File: config.mk
export PLATFORM = sky130hd
export DESIGN_NAME = fetch_unit_flat
export DESIGN_NICKNAME = d
export VERILOG_FILES = /design/src/rtl/fetch_unit_if.sv /design/src/rtl/fetch_unit.sv /design/src/flat_wrapper.sv
export SDC_FILE = /design/constraint.sdc
export NUM_CORES = 1
export LEC_CHECK = 0
export ABC_CLOCK_PERIOD_IN_PS = 6520
export CORE_ASPECT_RATIO = 0.9
export CORE_MARGIN = 1
export CORE_UTILIZATION = 40
export CTS_BUF_LIST = sky130_fd_sc_hd__clkbuf_4 sky130_fd_sc_hd__clkbuf_8
export DETAILED_ROUTE_END_ITERATION = 7
export PLACE_DENSITY_LB_ADDON = 0.1
export SETUP_SLACK_MARGIN = 0.02
export SKIP_CTS_REPAIR_TIMING = 1
export SLEW_MARGIN = 30
export SYNTH_ARGS = -nofsm -noshare
export SYNTH_HDL_FRONTEND = slang
export SYNTH_SLANG_ARGS = --single-unit
File: constraint.sdc
create_clock -name clk -period 6.52 [get_ports clk]
set_input_delay 0.978 -clock clk [delete_from_list [all_inputs] [get_ports clk]]
set_output_delay 0.978 -clock clk [all_outputs]
set_load 0.05 [all_outputs]
File: src/rtl/fetch_unit_if.sv
// Fetch-stage bus bundle: mem_system read port, redirect input and decode handshake.
// master is the fetch unit's view; slave is the memory/decode/execute side.
interface fetch_unit_if;
    logic        mem_en;
    logic        mem_wr;
    logic [31:0] mem_addr;
    logic [31:0] mem_data_in;
    logic [31:0] mem_data_out;
    logic        mem_data_valid;

    logic        redirect_en;
    logic [31:0] redirect_pc;

    logic        if_valid;
    logic        if_ready;
    logic [31:0] if_instr;
    logic [31:0] if_pc;

    modport master (
        output mem_en,
        output mem_wr,
        output mem_addr,
        output mem_data_in,
        input  mem_data_out,
        input  mem_data_valid,
        input  redirect_en,
        input  redirect_pc,
        output if_valid,
        input  if_ready,
        output if_instr,
        output if_pc
    );

    modport slave (
        input  mem_en,
        input  mem_wr,
        input  mem_addr,
        input  mem_data_in,
        output mem_data_out,
        output mem_data_valid,
        output redirect_en,
        output redirect_pc,
        input  if_valid,
        output if_ready,
        input  if_instr,
        input  if_pc
    );
endinterface

File: src/rtl/fetch_unit.sv
// Instruction fetch: one outstanding word read to mem_system, results buffered with
// their PCs in a small FIFO for decode; redirect flushes the FIFO and drops any read in flight.
module fetch_unit #(
    parameter logic [31:0] RESET_PC   = 32'h0000_2000,
    parameter int          FIFO_DEPTH = 2
) (
    input  logic         clk,
    input  logic         rst,
    fetch_unit_if.master bus
);
    localparam int PTR_W = $clog2(FIFO_DEPTH);
    localparam int CNT_W = $clog2(FIFO_DEPTH + 1);
    localparam logic [CNT_W-1:0] DEPTH_CNT = CNT_W'(FIFO_DEPTH);

    typedef enum logic {REQ, WAIT} state_t;

    state_t           state_reg, state_next;
    logic [31:0]      pc_reg, pc_next;
    logic [31:0]      req_pc_reg, req_pc_next;
    logic             drop_reg, drop_next;
    logic [CNT_W-1:0] count_reg, count_next;
    logic [PTR_W-1:0] wr_ptr_reg, wr_ptr_next;
    logic [PTR_W-1:0] rd_ptr_reg, rd_ptr_next;

    logic [31:0] instr_mem [FIFO_DEPTH];
    logic [31:0] pc_mem    [FIFO_DEPTH];

    logic room;
    logic req;
    logic push;
    logic pop;
    logic unused_redirect_lsbs;

    assign unused_redirect_lsbs = &{1'b0, bus.redirect_pc[1:0]};

    always_comb begin
        // Room uses the registered count only, so a same-cycle pop never frees a slot.
        room = count_reg < DEPTH_CNT;
        req  = !rst && (state_reg == REQ) && room && !bus.redirect_en;
        push = (state_reg == WAIT) && bus.mem_data_valid && !drop_reg && !bus.redirect_en;
        pop  = bus.if_valid && bus.if_ready && !bus.redirect_en;

        state_next  = state_reg;
        pc_next     = pc_reg;
        req_pc_next = req_pc_reg;
        drop_next   = drop_reg;

        case (state_reg)
            REQ: begin
                if (req) begin
                    state_next  = WAIT;
                    req_pc_next = pc_reg;
                end
            end
            WAIT: begin
                if (bus.mem_data_valid) begin
                    state_next = REQ;
                    drop_next  = 1'b0;
                end else if (bus.redirect_en) begin
                    drop_next = 1'b1;
                end
            end
            default: state_next = REQ;
        endcase

        if (bus.redirect_en) begin
            pc_next = {bus.redirect_pc[31:2], 2'b00};
        end else if (push) begin
            pc_next = pc_reg + 32'd4;
        end

        count_next  = count_reg;
        wr_ptr_next = wr_ptr_reg;
        rd_ptr_next = rd_ptr_reg;
        if (bus.redirect_en) begin
            count_next  = '0;
            wr_ptr_next = '0;
            rd_ptr_next = '0;
        end else begin
            if (push) begin
                wr_ptr_next = wr_ptr_reg + PTR_W'(1);
            end
            if (pop) begin
                rd_ptr_next = rd_ptr_reg + PTR_W'(1);
            end
            if (push && !pop) begin
                count_next = count_reg + CNT_W'(1);
            end else if (pop && !push) begin
                count_next = count_reg - CNT_W'(1);
            end
        end
    end

    always_ff @(posedge clk) begin
        if (rst) begin
            state_reg  <= REQ;
            pc_reg     <= RESET_PC;
            req_pc_reg <= RESET_PC;
            drop_reg   <= 1'b0;
            count_reg  <= '0;
            wr_ptr_reg <= '0;
            rd_ptr_reg <= '0;
        end else begin
            state_reg  <= state_next;
            pc_reg     <= pc_next;
            req_pc_reg <= req_pc_next;
            drop_reg   <= drop_next;
            count_reg  <= count_next;
            wr_ptr_reg <= wr_ptr_next;
            rd_ptr_reg <= rd_ptr_next;
        end
    end

    // Storage needs no reset: count_reg alone decides which entries are live.
    always_ff @(posedge clk) begin
        if (push && !rst) begin
            instr_mem[wr_ptr_reg] <= bus.mem_data_out;
            pc_mem[wr_ptr_reg]    <= req_pc_reg;
        end
    end

    assign bus.mem_en      = req;
    assign bus.mem_wr      = 1'b0;
    assign bus.mem_addr    = pc_reg;
    assign bus.mem_data_in = 32'h0;

    assign bus.if_valid = !rst && (count_reg != '0);
    assign bus.if_instr = instr_mem[rd_ptr_reg];
    assign bus.if_pc    = pc_mem[rd_ptr_reg];
endmodule

File: src/flat_wrapper.sv
// flat-port wrapper written by rule: the top's interface ports become plain ports
module fetch_unit_flat 
#(
    parameter logic [31:0] RESET_PC   = 32'h0000_2000,
    parameter int          FIFO_DEPTH = 2
)
  (clk, rst, bus_mem_en, bus_mem_wr, bus_mem_addr, bus_mem_data_in, bus_mem_data_out, bus_mem_data_valid, bus_redirect_en, bus_redirect_pc, bus_if_valid, bus_if_ready, bus_if_instr, bus_if_pc);
  fetch_unit_if bus_i ();
  input  logic clk;
  input  logic rst;
  output wire logic [$bits(bus_i.mem_en)-1:0] bus_mem_en;
  output wire logic [$bits(bus_i.mem_wr)-1:0] bus_mem_wr;
  output wire logic [$bits(bus_i.mem_addr)-1:0] bus_mem_addr;
  output wire logic [$bits(bus_i.mem_data_in)-1:0] bus_mem_data_in;
  input wire logic [$bits(bus_i.mem_data_out)-1:0] bus_mem_data_out;
  input wire logic [$bits(bus_i.mem_data_valid)-1:0] bus_mem_data_valid;
  input wire logic [$bits(bus_i.redirect_en)-1:0] bus_redirect_en;
  input wire logic [$bits(bus_i.redirect_pc)-1:0] bus_redirect_pc;
  output wire logic [$bits(bus_i.if_valid)-1:0] bus_if_valid;
  input wire logic [$bits(bus_i.if_ready)-1:0] bus_if_ready;
  output wire logic [$bits(bus_i.if_instr)-1:0] bus_if_instr;
  output wire logic [$bits(bus_i.if_pc)-1:0] bus_if_pc;
  assign bus_mem_en = bus_i.mem_en;
  assign bus_mem_wr = bus_i.mem_wr;
  assign bus_mem_addr = bus_i.mem_addr;
  assign bus_mem_data_in = bus_i.mem_data_in;
  assign bus_i.mem_data_out = bus_mem_data_out;
  assign bus_i.mem_data_valid = bus_mem_data_valid;
  assign bus_i.redirect_en = bus_redirect_en;
  assign bus_i.redirect_pc = bus_redirect_pc;
  assign bus_if_valid = bus_i.if_valid;
  assign bus_i.if_ready = bus_if_ready;
  assign bus_if_instr = bus_i.if_instr;
  assign bus_if_pc = bus_i.if_pc;
  fetch_unit #(.RESET_PC(RESET_PC), .FIFO_DEPTH(FIFO_DEPTH)) u_core (.clk(clk), .rst(rst), .bus(bus_i));
endmodule
Word-level counts from Yosys, hierarchy flattened
Memory sizes are Yosys's and may differ from the RTL's. A register that Yosys moved wholly into a read port is not among the register bits.
Index checks and enable logic that the tools add are counted.
{"block": "totals", "mem_count": 2, "ram_bits": 128, "inputBits": 69, "latch_bits": 0, "output_inout_bits": 131, "regBits": 70, "rom_bits": 0, "wordCells": 56}
{"block": "classes", "eq_ne": 0, "n_bitwise": 1, "n_shift": 0, "mux": 15, "reduce_logical": 24, "n_lt_le_gt_ge": 1, "div": 0, "n_mul": 0, "n_addsub": 5}
{"memory": "u_core.instr_mem", "depth": 2, "width": 32, "read_ports": 1, "rd_ports_with_merged_regs": 1, "wr": 1, "line_no": "fetch_unit.sv:25", "source": "logic [31:0] instr_mem [FIFO_DEPTH];"}
{"memory": "u_core.pc_mem", "depth": 2, "width": 32, "read_ports": 1, "rd_ports_with_merged_regs": 1, "wr": 1, "line_no": "fetch_unit.sv:26", "source": "logic [31:0] pc_mem [FIFO_DEPTH];"}
{"cell": "two-way mux 32 bit", "n": 2}
{"cell": "adder 32 x 3 -> 32 bit, second input constant", "n": 1}
{"cell": "logical AND 1 bit", "n": 12}
{"cell": "two-way mux 1 bit", "n": 10}
{"cell": "nonzero test 2 bit", "n": 4}
{"cell": "zero test 1 bit", "n": 5}
{"cell": "two-way mux 2 bit", "n": 2}
{"cell": "AND reduction 2 bit", "n": 2}
{"cell": "adder 1 bit, second input constant", "n": 2}
{"cell": "adder 2 x 1 -> 2 bit, second input constant", "n": 1}
{"cell": "< comparator 2 bit, second input constant", "n": 1}
{"cell": "one-hot mux 1 bit (2 select lines)", "n": 1}
{"cell": "OR reduction 2 bit", "n": 1}
{"cell": "subtractor 2 x 1 -> 2 bit, second input constant", "n": 1}
{"cell": "inverter 1 bit", "n": 1}

Logic depth before layout (Yosys ltp)
{"block": "depth", "word_depth": 7, "depth_mapped": 8, "mapped_depth_nobuf": 6}

Worst setup path before layout
No wires, ideal clock.
{"block": "synth_timing", "path_type": "in2reg", "start": "input bus_redirect_en", "end": "memory u_core.instr_mem[0][0], enable pin", "setup_ns": 0.558, "n_path_buf": 1, "required_time_ns": 5.962, "stages": 3, "arrival_time_ns": 5.585, "path_slack_ns": 0.377, "cell_sequence": "or2_1 clkbuf_1 nor3_1"}
{"block": "synth_between", "elab_chain_cells": 5}
{"element": "from (decl)", "line_no": "flat_wrapper.sv:17", "source": "input wire logic [$bits(bus_i.redirect_en)-1:0] bus_redirect_en;"}
{"element": "zero test 1 bit", "line_no": "fetch_unit.sv:40", "source": "push = (state_reg == WAIT) && bus.mem_data_valid && !drop_reg && !bus.redirect_en;"}
{"element": "logical AND 1 bit", "line_no": "fetch_unit.sv:40"}
{"element": "logical AND 1 bit", "line_no": "fetch_unit.sv:116", "source": "if (push && !rst) begin"}
{"element": "two-way mux 1 bit", "line_no": "fetch_unit.sv:116"}
{"element": "two-way mux 1 bit (implied by the code)", "line_no": "fetch_unit.sv:117", "source": "instr_mem[wr_ptr_reg] <= bus.mem_data_out;"}
{"element": "to (decl)", "line_no": "fetch_unit.sv:25"}
Every way passes these cells.

Worst setup path after layout
{"block": "layout_timing", "start": "input bus_redirect_en", "end": "output bus_mem_en"}
{"block": "layout_between", "elab_chain_cells": 2}
{"element": "zero test 1 bit", "line_no": "fetch_unit.sv:39", "source": "req = !rst && (state_reg == REQ) && room && !bus.redirect_en;"}
{"element": "logical AND 1 bit", "line_no": "fetch_unit.sv:39"}
{"element": "to (decl)", "line_no": "flat_wrapper.sv:11", "source": "output wire logic [$bits(bus_i.mem_en)-1:0] bus_mem_en;"}
Every way passes these cells.

==> impl_metrics.tcl <==
set metrics [dict create \
    intPower_mw 1.78 \
    dp_slack_ns 1.79 \
    min_period_ns 4.72 \
    timing.final.ws_setup_ns 1.80 \
    first_iter_violations 351 \
    synth_cells 621 \
    ys.flop_type "edfxtp_1" \
    cp-start-kind "input port" \
    avgRoutedWirePerCell_um 17.6 \
    num_antenna_cells 0 \
    ir_drop_uv 110 \
    reg_top3 "u_core.instr_mem (64), u_core.pc_mem (60)" \
    vias 5329 \
    area_delta_synth_final_pct 26.7 \
    syn-cell-area_sq_mm 0.00789 \
    final_cell_mix "clkdlybuf4s50_1, edfxtp_1, nand2_1" \
    utilization_pct 52.0 \
    place.detailed.hpwl_mm 11.7 \
    die_y_um 135 \
    synth_edf_count 124 \
    max_slew_margin_pct 39.8 \
    ys_seq_area_share_pct 64.2 \
    cts_buffer_depth 2 \
    largest_reg_flops 64 \
    viasPerCell 5.15 \
    wl_mm 18.2 \
    crit_family "buffers and inverters" \
    ff_latch_area_sq_mm 0.00507 \
    skew_ns 0.0169 \
    leakagePower_nw 3.44 \
    status "completed" \
    ys_ff_latch 191 \
    p_clk_share_pct 33.4 \
    fmax_mhz 212 \
    finalSetupTns_ns 0 \
    combinationalPowerShare_pct 11.2 \
    maxCapViolations 0 \
    die_x_um 150 \
    whs_ns 0.455 \
    grt_first_pass_wirelength_mm 27.4 \
    remaining_drc_errors 0 \
    finalSetupViolCount 0 \
    cp_num_buf_inv 4 \
    layout-drive-gt1-share_pct 14.3 \
    path_max_fanout 31 \
    core-area_sq_mm 0.0192 \
    slowest_delay_ns 0.93 \
    hold_class "flop to flop" \
    top_register "u_core.instr_mem" \
    critPathRequiredTime_ns 5.54 \
    swShare_pct 26.7 \
    grt_pass1_vias 5147 \
    crit_top_cell "clkdlybuf4s50_1" \
    cts_root_buf "clkbuf_8" \
    dr.pass1.iters 5 \
    grt_max_degree 63 \
    grt_usage_pct 18.1 \
    clk_latency_ns 0.46 \
    power.share.sequential_pct 55.4 \
    crit_slowest_cell "clkdlybuf4s50_1" \
    fp.dieArea_sq_mm 0.0203 \
    async_flop_share_pct 0 \
    cts_tree "built" \
    ant_nets 0 \
    h-tree-depth 4 \
    final_common_cell "clkdlybuf4s50_1" \
    multi_input_area_sq_mm 0.00252 \
    synth_cell_types 48 \
    syn_area_per_cell_sq_um 12.7 \
    powerDensity_mw_per_mm2 243 \
    portBuffers 160 \
    path_clk_slew_ns 0.10 \
    yosysWarnings 0 \
    io_pins 200 \
    initial_core_util_pct 41.0 \
    p_sw_mw 0.647 \
    cts_inserted_buffers 17 \
    fillCellCount 1693 \
    cp-end-kind "output pin" \
    crit_chain "clkdlybuf4s50_1 -> buf_4 -> or2_1 -> or3_1 -> inv_2 -> clkdlybuf4s50_1" \
    overflow 0 \
    num_rows 48 \
    cts.sinks 191 \
    worstPathArrival_ns 3.75 \
    globalplace.congestion 0.762 \
    worstMarginPinSlew_ns 0.903 \
    fin_crit_sh_pct 72.5 \
    nNetsFinal 842 \
    slew_viol_final 0 \
    antenna_found_initial 0 \
    finalHoldViolCount 0 \
    rsz0062_at_grt "no" \
    critPathKind "input port to output pin" \
]
synthesized netlist by cell type, types with 3 or more instances:
| cell | n | share of area, % |
|---|---|---|
| o21ai_0 | 17 | 1.1 |
| and3_1 | 6 | 0.48 |
| or4_1 | 10 | 0.95 |
| nor2_1 | 27 | 1.3 |
| and2_1 | 3 | 0.24 |
| nor3_1 | 7 | 0.44 |
| a211oi_1 | 7 | 0.67 |
| a21oi_1 | 31 | 2.0 |
| a311oi_1 | 14 | 1.6 |
| xor2_1 | 7 | 0.78 |
| inv_1 | 4 | 0.19 |
| clkbuf_1 | 24 | 1.1 |
| xnor2_1 | 4 | 0.44 |
| mux2_2 | 62 | 8.9 |
| and4_1 | 9 | 1.0 |
| nand3_1 | 9 | 0.57 |
| nand4_1 | 15 | 1.2 |
| buf_2 | 5 | 0.32 |
| edfxtp_1 | 124 | 47 |
| a32oi_1 | 3 | 0.33 |
| buf_1 | 5 | 0.24 |
| nand2_1 | 77 | 3.7 |
| or3_1 | 12 | 0.95 |
| dfxtp_1 | 67 | 17 |
| o31ai_1 | 6 | 0.57 |
| buf_4 | 38 | 3.6 |
area by class of cell:
cell class	count	area share [%]
clock buffer	20	2.69
clock inverter	12	1.48
inverter	5	0.188
multi-input combinational	388	25.2
sequential	191	50.7
tap	250	3.13
timing repair buffer	168	16.6
worst reg2reg max path, cell delays in order, from the launching register on:
cell and delay [ns]:
dfxtp_1 0.50, and4b_1 0.45, nand4_1 0.46, or4_1 0.65
a311oi_1 0.25
per-stage QoR:
stage | instance area [sq um] | power, mW | instances
CTS | 9990 | 2.44 | 1034
global route | 9990 | 2.51 | 1034
floorplan | 8020 | 1.55 | 657
detailed placement | 9570 | 1.64 | 1002
global placement | 9570 | 1.64 | 1002
finish | 9990 | 2.42 | 1034
final timing paths:
| check | startpoint | endpoint | slack [ns] | cells after the start |
|---|---|---|---|---|
| min | u_core.req_pc_reg[17] | u_core.pc_mem[1][17] | 0.46 | 0 |
| max | bus_redirect_en | bus_mem_en | 1.80 | 6 |
| max reg2reg | u_core.bus.mem_addr[9] | u_core.bus.mem_addr[23] | 4.13 | 4 |
| min reg2reg | u_core.req_pc_reg[17] | u_core.pc_mem[1][17] | 0.46 | 0 |
power by group through the flow:
| stage | combinational, mW | sequential [mW] | clock, mW |
|---|---|---|---|
| floorplan | 0.146 | 1.40 | 0 |
| global placement | 0.267 | 1.37 | 0 |
| detailed placement | 0.271 | 1.37 | 0 |
| CTS | 0.272 | 1.34 | 0.829 |
| global route | 0.285 | 1.35 | 0.875 |
| finish | 0.271 | 1.34 | 0.809 |
cell families (layout without fill, tap and decap cells):
group                    count (synthesis)  in the layout  share of synthesized area (%)
flip-flops                             191            191                           64.2
XOR/XNOR                                11             11                           1.22
AO/OA/AOI/OAI                           87             87                           7.27
AND/OR/NAND/NOR                        189            189                           12.4
buffers and inverters                   78            205                           5.70
adder cells (fa/ha/maj)                  2              2                          0.317
multiplexers                            62             62                           8.85
other                                    1             37                         0.0476
routing by layer:
| metal | part of all wire, % | vias up | track usage (%) |
|---|---|---|---|
| met5 | 0 | - | 0 |
| met4 | 1.4 | 0 | 5.84 |
| met3 | 7.4 | 20 | 5.56 |
| met2 | 47 | 225 | 28.9 |
| met1 | 44 | 2542 | 23.4 |
| li1 | - | 2542 | - |
Power figures use the tool's default switching activity.
